===== src/rtl/wm_pkg.sv =====
// Shared types for the washing machine sequencer: state encoding and the
// actuator pattern each state drives.
package wm_pkg;

    typedef enum logic [2:0] {
        CHECK_DOOR    = 3'd0,
        FILL_WATER    = 3'd1,
        ADD_DETERGENT = 3'd2,
        CYCLE         = 3'd3,
        DRAIN_WATER   = 3'd4,
        SPIN          = 3'd5
    } wm_state_e;

    typedef struct packed {
        logic door_lock;
        logic motor_on;
        logic fill_valve_on;
        logic drain_valve_on;
    } wm_act_t;

    // Field order: door_lock, motor_on, fill_valve_on, drain_valve_on.
    localparam wm_act_t ACT_IDLE   = '{1'b0, 1'b0, 1'b0, 1'b0};
    localparam wm_act_t ACT_FILL   = '{1'b1, 1'b0, 1'b1, 1'b0};
    localparam wm_act_t ACT_DETERG = '{1'b1, 1'b0, 1'b0, 1'b0};
    localparam wm_act_t ACT_CYCLE  = '{1'b1, 1'b1, 1'b0, 1'b0};
    localparam wm_act_t ACT_DRAIN  = '{1'b1, 1'b0, 1'b0, 1'b1};
    localparam wm_act_t ACT_SPIN   = '{1'b1, 1'b1, 1'b0, 1'b1};

endpackage


===== src/rtl/wm_output_decode.sv =====
// Moore output decode: maps the current state onto the four actuator lines.
module wm_output_decode
    import wm_pkg::*;
(
    input  wm_state_e i_state,
    output logic      o_door_lock,
    output logic      o_motor_on,
    output logic      o_fill_valve_on,
    output logic      o_drain_valve_on
);

    wm_act_t w_act;

    always_comb begin
        w_act = ACT_IDLE;
        case (i_state)
            FILL_WATER:    w_act = ACT_FILL;
            ADD_DETERGENT: w_act = ACT_DETERG;
            CYCLE:         w_act = ACT_CYCLE;
            DRAIN_WATER:   w_act = ACT_DRAIN;
            SPIN:          w_act = ACT_SPIN;
            default:       w_act = ACT_IDLE;
        endcase
    end

    assign o_door_lock      = w_act.door_lock;
    assign o_motor_on       = w_act.motor_on;
    assign o_fill_valve_on  = w_act.fill_valve_on;
    assign o_drain_valve_on = w_act.drain_valve_on;

endmodule


===== src/rtl/washing_machine.sv =====
// Front-loader sequencing FSM: state register, wash/rinse flags and done pulse.
// Optional rinse pass is enabled by defining WM_RINSE_EN.
module washing_machine
    import wm_pkg::*;
(
    input  logic clk,
    input  logic reset,
    input  logic door_close,
    input  logic start,
    input  logic filled,
    input  logic detergent_added,
    input  logic cycle_timeout,
    input  logic drained,
    input  logic spin_timeout,
    output logic door_lock,
    output logic motor_on,
    output logic fill_valve_on,
    output logic drain_valve_on,
    output logic done,
    output logic soap_wash,
    output logic water_wash
);

    wm_state_e r_state;
    wm_state_e w_state_next;
    logic      r_soap_wash;
    logic      r_done;
    logic      w_soap_set;
    logic      w_cycle_end;
`ifdef WM_RINSE_EN
    logic      r_water_wash;
    logic      w_water_set;
`endif

    always_comb begin
        // NOTE: every combinational output gets a default first so no path leaves it unassigned (no latch).
        w_state_next = r_state;
        w_soap_set   = 1'b0;
        w_cycle_end  = 1'b0;
`ifdef WM_RINSE_EN
        w_water_set  = 1'b0;
`endif
        case (r_state)
            CHECK_DOOR: begin
                if (start && door_close) w_state_next = FILL_WATER;
            end
            FILL_WATER: begin
                if (filled) begin
`ifdef WM_RINSE_EN
                    if (r_soap_wash) begin
                        w_state_next = CYCLE;
                        w_water_set  = 1'b1;
                    end else begin
                        w_state_next = ADD_DETERGENT;
                    end
`else
                    w_state_next = ADD_DETERGENT;
`endif
                end
            end
            ADD_DETERGENT: begin
                if (detergent_added) begin
                    w_state_next = CYCLE;
                    w_soap_set   = 1'b1;
                end
            end
            CYCLE: begin
                if (cycle_timeout) w_state_next = DRAIN_WATER;
            end
            DRAIN_WATER: begin
                if (drained) begin
`ifdef WM_RINSE_EN
                    w_state_next = r_water_wash ? SPIN : FILL_WATER;
`else
                    w_state_next = SPIN;
`endif
                end
            end
            SPIN: begin
                if (spin_timeout) begin
                    w_state_next = CHECK_DOOR;
                    w_cycle_end  = 1'b1;
                end
            end
            default: w_state_next = CHECK_DOOR;
        endcase
    end

    always_ff @(posedge clk or posedge reset) begin
        if (reset) begin
            r_state     <= CHECK_DOOR;
            r_soap_wash <= 1'b0;
            r_done      <= 1'b0;
        end else begin
            // NOTE: sequential state uses non-blocking assignment so all registers update from pre-edge values.
            r_state <= w_state_next;
            r_done  <= w_cycle_end;
            if (w_cycle_end)     r_soap_wash <= 1'b0;
            else if (w_soap_set) r_soap_wash <= 1'b1;
        end
    end

`ifdef WM_RINSE_EN
    always_ff @(posedge clk or posedge reset) begin
        if (reset)            r_water_wash <= 1'b0;
        else if (w_cycle_end) r_water_wash <= 1'b0;
        else if (w_water_set) r_water_wash <= 1'b1;
    end

    assign water_wash = r_water_wash;
`else
    assign water_wash = 1'b0;
`endif

    assign soap_wash = r_soap_wash;
    assign done      = r_done;

    wm_output_decode u_output_decode (
        .i_state          (r_state),
        .o_door_lock      (door_lock),
        .o_motor_on       (motor_on),
        .o_fill_valve_on  (fill_valve_on),
        .o_drain_valve_on (drain_valve_on)
    );

endmodule


===== config.mk =====
export PLATFORM = sky130hd
export DESIGN_NAME = washing_machine
export DESIGN_NICKNAME = d
export VERILOG_FILES = /design/src/rtl/wm_pkg.sv /design/src/rtl/wm_output_decode.sv /design/src/rtl/washing_machine.sv
export SDC_FILE = /design/constraint.sdc
export NUM_CORES = 1
export LEC_CHECK = 0
export ABC_AREA = 1
export BUFFER_PORTS_ARGS = -buffer_cell sky130_fd_sc_hd__buf_2
export CAP_MARGIN = 20
export CORE_AREA = 8 8 45 47
export CTS_CLUSTER_DIAMETER = 150
export DETAILED_ROUTE_END_ITERATION = 6
export DIE_AREA = 0 0 53 55
export HOLD_SLACK_MARGIN = 0.12
export MAX_ROUTING_LAYER = met4
export PLACE_DENSITY = 0.65
export SLEW_MARGIN = 10
export SYNTH_ARGS = -nofsm -noshare
export SYNTH_HDL_FRONTEND = slang
export SYNTH_SLANG_ARGS = --single-unit

===== constraint.sdc =====
create_clock -name clk -period 2.1 [get_ports clk]
set_input_delay 0.21 -clock clk [delete_from_list [all_inputs] [get_ports clk]]
set_output_delay 0.21 -clock clk [all_outputs]
set_load 0.03 [all_outputs]

# Yosys cells after proc, flatten, opt, wreduce, memory -nomap -nowiden
# Index checks and enable logic that the tools add are counted.
# word_totals
out_inout_bits	7
regBits	5
in_bits	9
# op_classes
muxes	14
reduce_logical	4
eq_ne	11
# op_table
operator	count
case mux 4 bit (5 select lines)	1
two-way mux 3 bit	6
case mux 3 bit (6 select lines)	1
!= test 2 bit, second input constant	6
equality test 3 x 2 -> 1 bit, second input constant	2
equality test 3 bit, second input constant	2
two-way mux 1 bit	6
AND reduction 6 bit	1
equality test 3 x 1 -> 1 bit, second input constant	1
logical NOT 3 bit	1
nonzero test 2 bit	1
logical AND 1 bit	1

# Depth between registers and ports, before layout
# logic_depth
ltp_word	4
depth_mapped	9
mapped_depth_nobuf	8

# Cells and area by module
# From an unflattened synthesis, not the netlist that was laid out.
# unflattened
hier_cells	60
hier_area_um2	397.9
# by_module_without_submodules
module	area_per_inst_um2	n_inst	seq_area_each_um2	cells_per_inst
washing_machine	347.8	1	125.1	49
wm_output_decode	50.0	1	0.0	11

# Worst setup path before layout
# No wires, ideal clock.
# synth_timing
path_kind	register -> output
from	reg r_state[2]
to	out fill_valve_on
stages_incl_launch_ff	3
arrival_time_ns	1.198
path_slack_ns	0.692
path_buffers	1
cell_sequence	dfrtp_1 > buf_6 > nor3_1
# synth_between
elab_chain_len	2
word_cells_on_any_way	6
cone_classes	eq/ne (5); mux (1)
# synth_lines
element	line	source
from (decl)	washing_machine.sv:24	wm_state_e r_state;
from (signal assigned)	washing_machine.sv:96	r_state <= w_state_next;
equality test 3 bit, or another cell as far along	wm_output_decode.sv:16	case (i_state)
case mux 4 bit (5 select lines) (*)	wm_output_decode.sv:16	
to (decl)	washing_machine.sv:17	output logic fill_valve_on,
# Every way passes the cells marked *; elsewhere a longest branch is shown, timed or not.

# Worst setup path after layout
# layout_timing
from	reg r_state[1]
to	out motor_on
# layout_between
elab_chain_len	2
word_cells_on_any_way	6
cone_classes	eq/ne (5); mux (1)
# layout_lines
element	line	source
equality test 3 bit, or another cell as far along	wm_output_decode.sv:16	
case mux 4 bit (5 select lines) (*)	wm_output_decode.sv:16	
to (decl)	washing_machine.sv:16	output logic motor_on,
# Marked as above.

==> reports/metrics.yaml <==
status:
  outcome: "finished, final reports clean"
grt:
  grt_pass1_wl_mm: 1.55
  grt_pass1_vias: 374
  grt_max_degree: 11
  overflow: 0
  antenna_found_initial: 0
  track_usage_pct: 7.68
clock_tree:
  htreeDepth: 1
  numCtsBuffers: 3
  ctsLongestPathBuffers: 2
  clock-root-buffer: "clkbuf_4"
  post_cts_resized: 0
  cts.sinks: 5
  cts_setup_buffers: 0
  tritoncts: "done"
  clock_latency_ps: 240
  path_clk_slew_ps: 40
synth:
  synthXorXnorAreaFrac_pct: 0
  synth_top_area_cell: "dfrtp_1"
  synth_cells: 60
  synth.ff_latch_count: 5
  synth_compound_area_share_pct: 3.50
  synth_cell_types: 17
  async_flop_share_pct: 100
  synth_top_area_share_pct: 29.2
  syn_area_per_cell_um2: 7.15
  synth_common_cells: "nand2_1, inv_1, dfrtp_1, nand3_1"
  synth_edf_count: 0
  synthTopCellsByArea: "dfrtp_1, nand2_1, inv_1"
  synth.most_common_cell: "nand2_1"
  ys.flop_type: "dfrtp_1"
  synthAdderAreaFrac_pct: 0
  syn_nets: 69
  yosys_warnings: 0
  syn_area_um2: 429
  synthSimpleGateAreaFrac_pct: 46.4
  synth_top_family_by_area: "simple AND/OR/NAND/NOR gates"
  synth_mux_area_share_pct: 0
  ys_seq_area_share_pct: 29.2
worst_setup_path:
  cp.depth: 5
  r2r-start: "r_state[0]"
  critPathArrivalTime_ps: 1320
  r2r-end: "r_state[0]"
  worst-path-buf-inv: 2
  cp-startpoint: "r_state[1]"
  cpLargestDelayFamily: "flip-flops"
  path_cells: "nand2_4, nor2_4, inv_1, nand2_1, buf_2"
  worst_path_max_delay_cell: "dfrtp_1"
  worstPathMaxFanout: 10
  startpoint_type: "register"
  end_kind: "output pin"
  reg2reg_slack_ps: 810
  critPathKind: "register to output pin"
  required_ps: 1890
  r2r_cells: 7
  endpoint: "motor_on"
  slowest_delay_ps: 590
timing:
  drv_slew: 0
  fmax_ghz: 0.653
  post-route-min-period_ps: 1530
  final_hold_viol_count: 0
  finalSetupViolations: 0
  tns_ps: 0
  skew_ps: 2.13
  layout_setup_ws_ps: 568
  worst_hold_slack_ps: 227
  timing.final.crit_share_pct: 72.9
  rsz0062_at_grt: "no"
floorplan:
  core_um2: 1380
  die_h_um: 55
  initial_utilization_pct: 31.0
  rows: 14
  top_level_ports: 16
  dieArea_um2: 2920
  fp.dieW_um: 53
detailed_routing:
  vias_per_cell: 4.36
  drt_iter0_drc: 4
  dr.pass1.iters: 4
  antenna_left: 0
  detail_route.wl_per_cell_um: 9.67
  wl_um: 880
  drc: 0
  vias: 397
flow_run:
  maxCapViolations: 0
power_and_ir_drop:
  power_frac_comb_pct: 57.4
  power.density_nw_per_um2: 1520
  peakVddDrop_mv: 0.486
  total_leakage_power_nw: 0.310
  p_int_mw: 0.361
  p_seq_share_pct: 28.8
  p_sw_share_pct: 53.7
  p_switching_mw: 0.419
  p_clk_share_pct: 13.8
layout:
  syn_to_final_growth_pct: 19.8
  seq_area_um2: 125
  multiInputGateArea_um2: 218
  drive_gt1_share_pct: 37.3
  final_util_pct: 37.2
  antenna_cells: 0
  final_nets: 85
  fill_cells: 150
min_path:
  holdPathStages: 3
  min_path_type: "primary input to register"
placement:
  dp_hpwl_um: 727
  gp_congestion: 0.784
  post-place-ws_ps: 816
  numPortBuffers: 14
-- through the flow --
stage / total power, mW / instance area [µm²] / cells
2_1_floorplan: 0.626 / 429 / 60
3_3_place_gp: 0.666 / 478 / 86
3_5_place_dp: 0.677 / 478 / 86
4_1_cts: 0.792 / 514 / 91
5_1_grt: 0.853 / 514 / 91
6_report: 0.780 / 514 / 91
-- cell usage in the layout (no fill, tap or decap), drive strengths merged --
| master | Yosys | final |
|---|---|---|
| nand2 | 17 | 17 |
| buf | 4 | 14 |
| inv | 12 | 12 |
| nand3 | 6 | 6 |
| dfrtp | 5 | 5 |
| nor2 | 5 | 5 |
| nand4 | 4 | 4 |
| clkbuf | 0 | 4 |
| a21oi | 3 | 3 |
| nor3 | 2 | 2 |
| and2 | 1 | 1 |
| conb | 1 | 1 |
| dlygate4sd3 | 0 | 1 |
-- worst min path at each step --
stage	start	slack (ps)	end
6_report	spin_timeout	230	done
4_1_cts	spin_timeout	220	done
5_1_grt	spin_timeout	230	done
2_1_floorplan	reset	-10	done
3_5_place_dp	reset	120	done
3_3_place_gp	reset	110	soap_wash
-- cells by family after synthesis --
kind of cell	after synthesis
flip-flops	5
AND/OR/NAND/NOR	35
AO/OA/AOI/OAI	3
other	1
buffers and inverters	16
-- metal layers --
layer / GRT usage [%] / share of wire [%] / up-vias
met5: - / 0 / -
met4: 7.76 / 1.0 / 0
met3: 3.21 / 10 / 2
met2: 10.4 / 47 / 13
met1: 8.13 / 42 / 167
li1: - / - / 215
-- power groups by stage --
stage	Clock, mW	Sequential (mW)	Combinational, mW
detailed placement	0	0.227	0.451
floorplan	0	0.171	0.455
finish	0.107	0.225	0.448
CTS	0.114	0.225	0.453
global placement	0	0.222	0.444
global route	0.124	0.232	0.497
-- registers in the layout, indices dropped and copies added, names as in the netlist --
signal	cells
soap_wash	1
r_state	3
done	1
-- worst min-delay path, delay by kind of cell --
family                 cells  cell delay (ps)
AND/OR/NAND/NOR            1               60
buffers and inverters      2              150
-- cell type report --
type / count / area share [%]
clock buffer: 4 / 5.11
inverter: 12 / 8.76
multi-input combinational: 39 / 42.3
sequential: 5 / 24.3
tap: 16 / 3.89
timing repair buffer: 15 / 15.6
-- timing repair --
| item | CTS | global route |
|---|---|---|
| endpoints found under the hold margin | 5 | 0 |
| endpoints found under the setup margin | 0 | 0 |
| hold buffers | 1 | 0 |
Power figures use the tool's default switching activity.
